## config.mk

```make
export PLATFORM = sky130hd
export DESIGN_NAME = mux_arbiter_8
export DESIGN_NICKNAME = d
export VERILOG_FILES = /design/src/rtl/mux_arbiter_8_pkg.sv /design/src/rtl/rr_pick_8.sv /design/src/rtl/mux_arbiter_8.sv
export SDC_FILE = /design/constraint.sdc
export NUM_CORES = 1
export LEC_CHECK = 0
export CORE_AREA = 2 2 122 124
export CTS_BUF_LIST = sky130_fd_sc_hd__clkbuf_8
export DETAILED_ROUTE_END_ITERATION = 10
export DIE_AREA = 0 0 124 126
export PLACE_DENSITY = 0.76
export SKIP_LAST_GASP = 1
export SYNTH_ARGS = -nofsm -noshare
export SYNTH_HDL_FRONTEND = slang
export SYNTH_SLANG_ARGS = --single-unit
```

## constraint.sdc

```tcl
create_clock -name clock -period 4.8 [get_ports clock]
set_input_delay 0.96 -clock clock [delete_from_list [all_inputs] [get_ports clock]]
set_output_delay 0.96 -clock clock [all_outputs]
set_load 0.02 [all_outputs]
```

## src/rtl/mux_arbiter_8_pkg.sv

```systemverilog
// Shared constants and state encoding for the 8-to-1 round-robin collector.
package mux_arbiter_8_pkg;

    localparam int NUM_SRC = 8;
    localparam int SEL_W   = 3;

    typedef enum logic {
        IDLE = 1'b0,
        HOLD = 1'b1
    } state_t;

endpackage

```

## src/rtl/rr_pick_8.sv

```systemverilog
// Combinational round-robin picker: first set request at or after ptr, wrapping.
module rr_pick_8
    import mux_arbiter_8_pkg::*;
(
    input  logic [NUM_SRC-1:0] req,
    input  logic [SEL_W-1:0]   ptr,
    output logic               found,
    output logic [SEL_W-1:0]   idx
);

    logic [2*NUM_SRC-1:0] dbl;
    logic [NUM_SRC-1:0]   rot;
    logic [SEL_W-1:0]     off;

    // Rotate so ptr lands at bit 0, find the lowest set bit, then add ptr back.
    always_comb begin
        dbl   = {req, req} >> ptr;
        rot   = dbl[NUM_SRC-1:0];
        found = 1'b0;
        off   = '0;
        for (int i = NUM_SRC - 1; i >= 0; i--) begin
            if (rot[i]) begin
                found = 1'b1;
                off   = SEL_W'(i);
            end
        end
        idx = ptr + off;  // 3-bit add wraps modulo 8
    end

endmodule

```

## src/rtl/mux_arbiter_8.sv

```systemverilog
// Round-robin 8-to-1 collector: latches one source word, tags it, holds it
// until the sink handshakes, then advances priority past the served source.
module mux_arbiter_8
    import mux_arbiter_8_pkg::*;
#(
    parameter int WIDTH = 32
) (
    input  logic                       clock,
    input  logic                       reset,
    input  logic                       Enable,
    input  logic [NUM_SRC-1:0]         ReqIn,
    input  logic [NUM_SRC*WIDTH-1:0]   DataIn,
    output logic [NUM_SRC-1:0]         GrantOut,
    output logic                       OutValid,
    input  logic                       OutReady,
    output logic [WIDTH-1:0]           OutData,
    output logic [SEL_W-1:0]           OutSel
);

    state_t             state, next_state;
    logic [SEL_W-1:0]   ptr;
    logic               found;
    logic [SEL_W-1:0]   pick_idx;
    logic [WIDTH-1:0]   pick_data;
    logic               accept;
    logic               handshake;

    rr_pick_8 u_pick (
        .req   (ReqIn),
        .ptr   (ptr),
        .found (found),
        .idx   (pick_idx)
    );

    // Select the winning source's data slice.
    always_comb begin
        pick_data = '0;
        for (int i = 0; i < NUM_SRC; i++) begin
            if (pick_idx == SEL_W'(i))
                pick_data = DataIn[i*WIDTH +: WIDTH];
        end
    end

    // Next-state logic: accept only from IDLE, release only on the handshake.
    always_comb begin
        next_state = state;
        accept     = 1'b0;
        handshake  = 1'b0;
        case (state)
            IDLE: begin
                if (Enable && found) begin
                    accept     = 1'b1;
                    next_state = HOLD;
                end
            end
            HOLD: begin
                if (OutValid && OutReady) begin
                    handshake  = 1'b1;
                    next_state = IDLE;
                end
            end
            default: next_state = IDLE;
        endcase
    end

    // State register.
    always_ff @(posedge clock) begin
        if (reset) state <= IDLE;
        else       state <= next_state;
    end

    // Output registers, grant pulse and priority pointer.
    always_ff @(posedge clock) begin
        if (reset) begin
            ptr      <= '0;
            OutValid <= 1'b0;
            OutData  <= '0;
            OutSel   <= '0;
            GrantOut <= '0;
        end else begin
            GrantOut <= accept ? (NUM_SRC'(1) << pick_idx) : '0;
            if (accept) begin
                OutData  <= pick_data;
                OutSel   <= pick_idx;
                OutValid <= 1'b1;
            end else if (handshake) begin
                OutValid <= 1'b0;
                ptr      <= OutSel + 1'b1;  // wraps 7 -> 0
            end
        end
    end

endmodule

```

-- After elaboration in Yosys (flattened, before gate mapping)
Cells that the tools add are included.
- bits in registers: 48
- input port bits: 268
- word-level logic and storage cells: 57
- reduce and logical (&&, ||, !) cells: 6
- multiplexer cells: 32
- $add $sub $neg: 2
- shift operators: 2
- equality and inequality tests: 7
- bitwise gates (word level): 2
- operator list (cell ; count):
    2-to-1 mux 32 bit ; 8
    2-to-1 mux 3 bit ; 8
    >> shifter 16 x 3 -> 8 bit ; 1
    2-to-1 mux 1 bit ; 15
    == test 3 bit (second input constant) ; 4
    left shift 1 x 3 -> 8 bit (first input constant) ; 1
    == test 3 x 2 -> 1 bit (second input constant) ; 2
    adder 3 x 1 -> 3 bit (second input constant) ; 1
    adder 3 bit ; 1
    == test 3 x 1 -> 1 bit (second input constant) ; 1
    zero test 3 bit ; 1
    logical AND 1 bit ; 2
    inverter 1 bit ; 2
    one-hot mux 1 bit (2 select lines) ; 1
    AND reduction 2 bit ; 1
    nonzero test 2 bit ; 1
    OR reduction 2 bit ; 1

-- Depth between registers and ports, before layout
- depth after elaboration: 19
- gate-level depth with buffers: 19

-- By module
A second synthesis with hierarchy kept.
- cell total of the unflattened synthesis: 487
- area, all modules: 4613.2 um^2
- by module, submodules not included (module ; cells an instance ; times used ; area an instance (um^2)):
    mux_arbiter_8 ; 415 ; 1 ; 3987.6
    rr_pick_8 ; 72 ; 1 ; 625.6

-- Least setup slack after synthesis
OpenSTA, ideal clock, no wires.
- kind: register to register
- from: reg ptr[1]
- to: reg OutData[10]
- buffers on the path: 4
- path slack: 412 ps
- required time: 4662 ps
- setup time: 138 ps
- arrival: 4250 ps
- period minus slack after synthesis: 4388 ps
- cell stages (with the launch flop): 17
- path through: dfxtp_1 buf_4 clkbuf_1 mux2_2 mux2_2 a211oi_1 a31oi_1 a211oi_1 a21oi_1 a21boi_0 o32ai_1 ha_1 clkbuf_1 clkbuf_1 mux4_2 mux2i_1 a211oi_1
- word-level cells in the longest chain between the ends: 19
- elaborated cells on any way between the ends: 37
- classes of those cells: 1 x add/sub; 7 x eq/ne; 1 x shift; 26 x mux; 2 x reduce/logical
- RTL lines (what ; RTL line ; text):
    start, declared ; mux_arbiter_8.sv:21 ; logic [SEL_W-1:0] ptr;
    start signal, assigned ; mux_arbiter_8.sv:88 ; ptr <= OutSel + 1'b1;
    >> shifter 16 x 3 -> 8 bit * ; rr_pick_8.sv:17 ; dbl = {req, req} >> ptr;
    2-to-1 mux 3 bit (7 in series) ; rr_pick_8.sv:22 ; if (rot[i]) begin
    2-to-1 mux 3 bit * ; rr_pick_8.sv:22 ;
    adder 3 bit * ; rr_pick_8.sv:27 ; idx = ptr + off;
    net pick_idx[0] ; mux_arbiter_8.sv:23 ; logic [SEL_W-1:0] pick_idx;
    zero test 3 bit ; mux_arbiter_8.sv:39 ; if (pick_idx == SEL_W'(i))
    2-to-1 mux 32 bit (7 in series) ; mux_arbiter_8.sv:39 ;
    2-to-1 mux 32 bit * ; mux_arbiter_8.sv:39 ;
    end signal, assigned ; mux_arbiter_8.sv:83 ; OutData <= pick_data;
    end, declared ; mux_arbiter_8.sv:16 ; output logic [WIDTH-1:0] OutData,
The timed path passes the listed nets; every way through them passes the cells marked *.
A chain may end at the register's enable or synchronous reset.

-- Worst setup path after layout
- from: reg ptr[0]
- to: reg OutData[23]
- word-level cells in the longest chain between the ends: 19
- elaborated cells on any way between the ends: 37
- classes of those cells: 1 x add/sub; 7 x eq/ne; 1 x shift; 26 x mux; 2 x reduce/logical
- RTL lines (what ; RTL line):
    >> shifter 16 x 3 -> 8 bit ; rr_pick_8.sv:17
    2-to-1 mux 3 bit (8 in series) ; rr_pick_8.sv:22
    adder 3 bit ; rr_pick_8.sv:27
    zero test 3 bit ; mux_arbiter_8.sv:39
    2-to-1 mux 32 bit (8 in series) ; mux_arbiter_8.sv:39
Several ways; a longest one is shown, not always the timed one.

==> impl_metrics.yaml <==
status:
  status: "finished, final reports clean"
sta:
  rsz0062_at_grt: "false"
  fin_crit_ps: 4594
  finClkSkew_ps: 12.93
  fin_ws_ps: 206.5
  slew_headroom: 0.4027
  fmaxAchievable_mhz: 217.7
  drv_slew: 0
  min_period_over_period: 0.9570
  setup_viol: 0
  finalHoldViolCount: 0
  worst_pin_slew_ps: 894.7
route:
  postRouteAntennaNets: 0
  drt-initial-drc-count: 187
  firstDrtPassIters: 5
  postRouteWirelength_um: 19170
  post_drt_wl_per_cell_um: 21.64
  drc_errors: 0
  viasPerCell: 5.194
  vias: 4602
setup_path:
  slowest_stage: "dfxtp_1"
  cp.required_ps: 4950
  max_stage_delay_ps: 920
  start_kind: "flop"
  ff2ff_setup_slack_ps: 210
  crit_path_end_kind: "flop"
  worst-setup-path-type: "reg2reg"
  r2r_cells: 16
  worstPathCellList: "mux2i_1 -> a211oi_4 -> a31oi_4 -> nand2b_1 -> a21oi_2 -> a21boi_1 -> o32ai_1 -> buf_4 -> ha_4 -> inv_1 -> fa_4 -> buf_12 -> clkbuf_16 -> mux4_2 -> mux2i_1 -> a211oi_1"
  critical_path_peak_fanout: 18
  critical_path_arrival_ps: 4750
  cp_common_cell: "mux2i_1"
  r2r-end: "OutData[23]"
  reg2reg_from: "ptr[0]"
min_path:
  hold_end: "OutData[5]"
  hold_start: "OutData[5]"
  hp-class: "reg2reg"
  hold_depth: 2
finish:
  area_growth_pct: 96.48
  finalInstanceArea_sq_mm: 0.008095
  drive_gt1_frac: 0.1971
  final_nets: 970
floorplanning:
  initial_utilization: 0.2878
  die_x_um: 124
  die_y_um: 126
  coreArea_sq_mm: 0.01431
  rows: 44
  die_area_sq_mm: 0.01562
  ioPinCount: 312
pwr:
  switching_power_w: 0.0005344
  power_leakage_nw: 2.894
  intPower_w: 0.001174
  peakVddDrop_mv: 0.1201
  switching_share: 0.3128
  p_clk_frac: 0.181
  power.total_w: 0.001709
  p_per_area_mw_per_mm2: 211.1
  seq_power_share: 0.266
  pwr-share-comb: 0.553
clock_tree:
  cts.sinks: 48
  cts_max_level: 2
  clk_pin_slew_ps: 100
  clockBufferDepth: 2
  cts_tree: "done"
  cts-root-buf: "clkbuf_8"
  cts_buffers: 5
  clk_latency_ps: 310
  cts_hold_buffers: 0
grt:
  track_usage: 0.2274
  antenna_found_initial: 1
  grt_max_degree: 43
  grt_pass1_vias: 4736
  grt_overflow: 0
  grt_first_pass_wirelength_um: 26800
job:
  cap_violations: 0
synth:
  ys_ff_latch: 48
  synth_cell_types: 37
  synth_area_leaders: "mux4_2, dfxtp_1, mux2i_1, a211oi_1, nor2_1"
  synth.top_cell.area_share: 0.3389
  synth.net_count: 654
  yosysSeqAreaShare: 0.2332
  synth.cell_area_sq_mm: 0.004120
  netlist_instances: 383
  synth_top_area_cell: "mux4_2"
  yosysWarnings: 0
  synth.avg_cell_area_sq_um: 10.76
placed_design:
  placed_area_sq_mm: 0.007609
  numPortBuffers: 311
  place.gp.congestion: 0.9671
  post-place-ws_ps: -279.8
  dp_hpwl_um: 15040
==> power groups by stage <==
stage	Clock, W	Sequential, W	Combinational [W]
6_report	0.000310	0.000454	0.000944
4_1_cts	0.000320	0.000454	0.000859
3_3_place_gp	0	0.000461	0.000844
2_1_floorplan	0	0.000499	0.000411
3_5_place_dp	0	0.000463	0.000857
5_1_grt	0.000331	0.000459	0.00100
==> routing by layer <==
metal	track usage	vias to the layer above	wire length [um]	share of wire
met5	0	-	0	0
met4	0.05420	0	337	0.018
li1	-	2152	-	-
met1	0.2595	2198	6986	0.36
met3	0.05571	33	1475	0.077
met2	0.4205	219	10370	0.54
==> what timing repair did <==
item | CTS | global route
setup endpoints to repair | 0 | 35
buffers inserted | 0 | 2
gates resized for setup | 0 | 31
==> cell usage in the layout (no fill, tap or decap), drive strengths merged <==
cell type / instances
fa: 1
o32ai: 1
bufinv: 1
a311oi: 1
dlymetal6s2s: 8
xor2: 1
inv: 3
clkdlybuf4s50: 302
nor4: 8
dfxtp: 48
buf: 31
o41ai: 1
diode: 2
clkinv: 2
mux4: 62
o21ai: 3
a31o: 2
and3: 3
mux2: 8
nor2b: 5
a41oi: 1
nor2: 51
nand2: 9
or4: 2
xnor2: 3
nand2b: 6
clkbuf: 12
ha: 2
nor3b: 11
nand3b: 1
a21oi: 4
or3b: 1
a211oi: 37
o2111ai: 1
a31oi: 1
mux2i: 43
nor3: 23
a21boi: 1
==> area by class of cell <==
cell class,instances,area (sq um)
tap,184,230.2
timing repair buffer,348,3623
sequential,48,960.9
clock inverter,3,47.55
inverter,3,11.26
fill,1233,6218
clock buffer,5,68.82
antenna,2,5.005
multi-input combinational,293,3148
==> through the flow <==
step           TNS, ps  hold slack [ps]  utilization  cells
2_1_floorplan        0            497.1            -    383
3_3_place_gp     -3019            488.8       0.5316    865
3_5_place_dp     -7363            491.6       0.5316    865
4_1_cts              0            504.5       0.5397    873
5_1_grt              0            527.0       0.5652    884
6_report             0            501.8       0.5656    886
==> sequential cells by signal (all words and copies together), names as in the netlist <==
register  cells
GrantOut      8
OutData      32
OutSel        3
OutValid      1
ptr           3
state         1
==> cells by family (layout without fill, tap and decap cells) <==
kind of cell / Yosys count / after routing / synth area share
mux: 113 / 113 / 0.4652
compound gates: 53 / 53 / 0.09718
fa+ha+maj: 3 / 3 / 0.01093
flops: 48 / 48 / 0.2332
buf+inv: 42 / 359 / 0.04039
other cells: 0 / 2 / 0
xor+xnor: 4 / 4 / 0.008504
simple gates: 120 / 120 / 0.1446
==> cells in the mapped netlist (all sizes together) <==
cell type,n
a211oi,37
a21boi,1
a21oi,4
a311oi,1
a31o,2
a31oi,1
a41oi,1
and3,3
buf,11
clkbuf,28
dfxtp,48
fa,1
ha,2
inv,3
mux2,8
mux2i,43
mux4,62
nand2,9
nand2b,6
nand3b,1
nor2,51
nor2b,5
nor3,23
nor3b,11
nor4,8
o2111ai,1
o21ai,3
o32ai,1
o41ai,1
or3b,1
or4,2
xnor2,3
xor2,1
==> worst max-delay path, delay by kind of cell (launching register included) <==
family	cells	cell delay [ps]
adders and majority gates	2	990
buffers and inverters	4	590
and+or+nand+nor	1	90
AOI/OAI and AO/OA	6	930
muxes	3	920
DFF	1	920
==> worst max path at each step <==
stage                  start          end  slack (ps)  cells after the start
floorplan             ptr[1]  OutData[10]         410                     16
detailed placement  ReqIn[0]  OutData[16]        -280                     18
finish                ptr[0]  OutData[23]         210                     16
global route          ptr[0]  OutData[17]          30                     16
CTS                 ReqIn[0]  OutData[16]          50                     18
global placement    ReqIn[7]  OutData[16]        -140                     18
No activity file was read; power rests on OpenSTA's default activity.
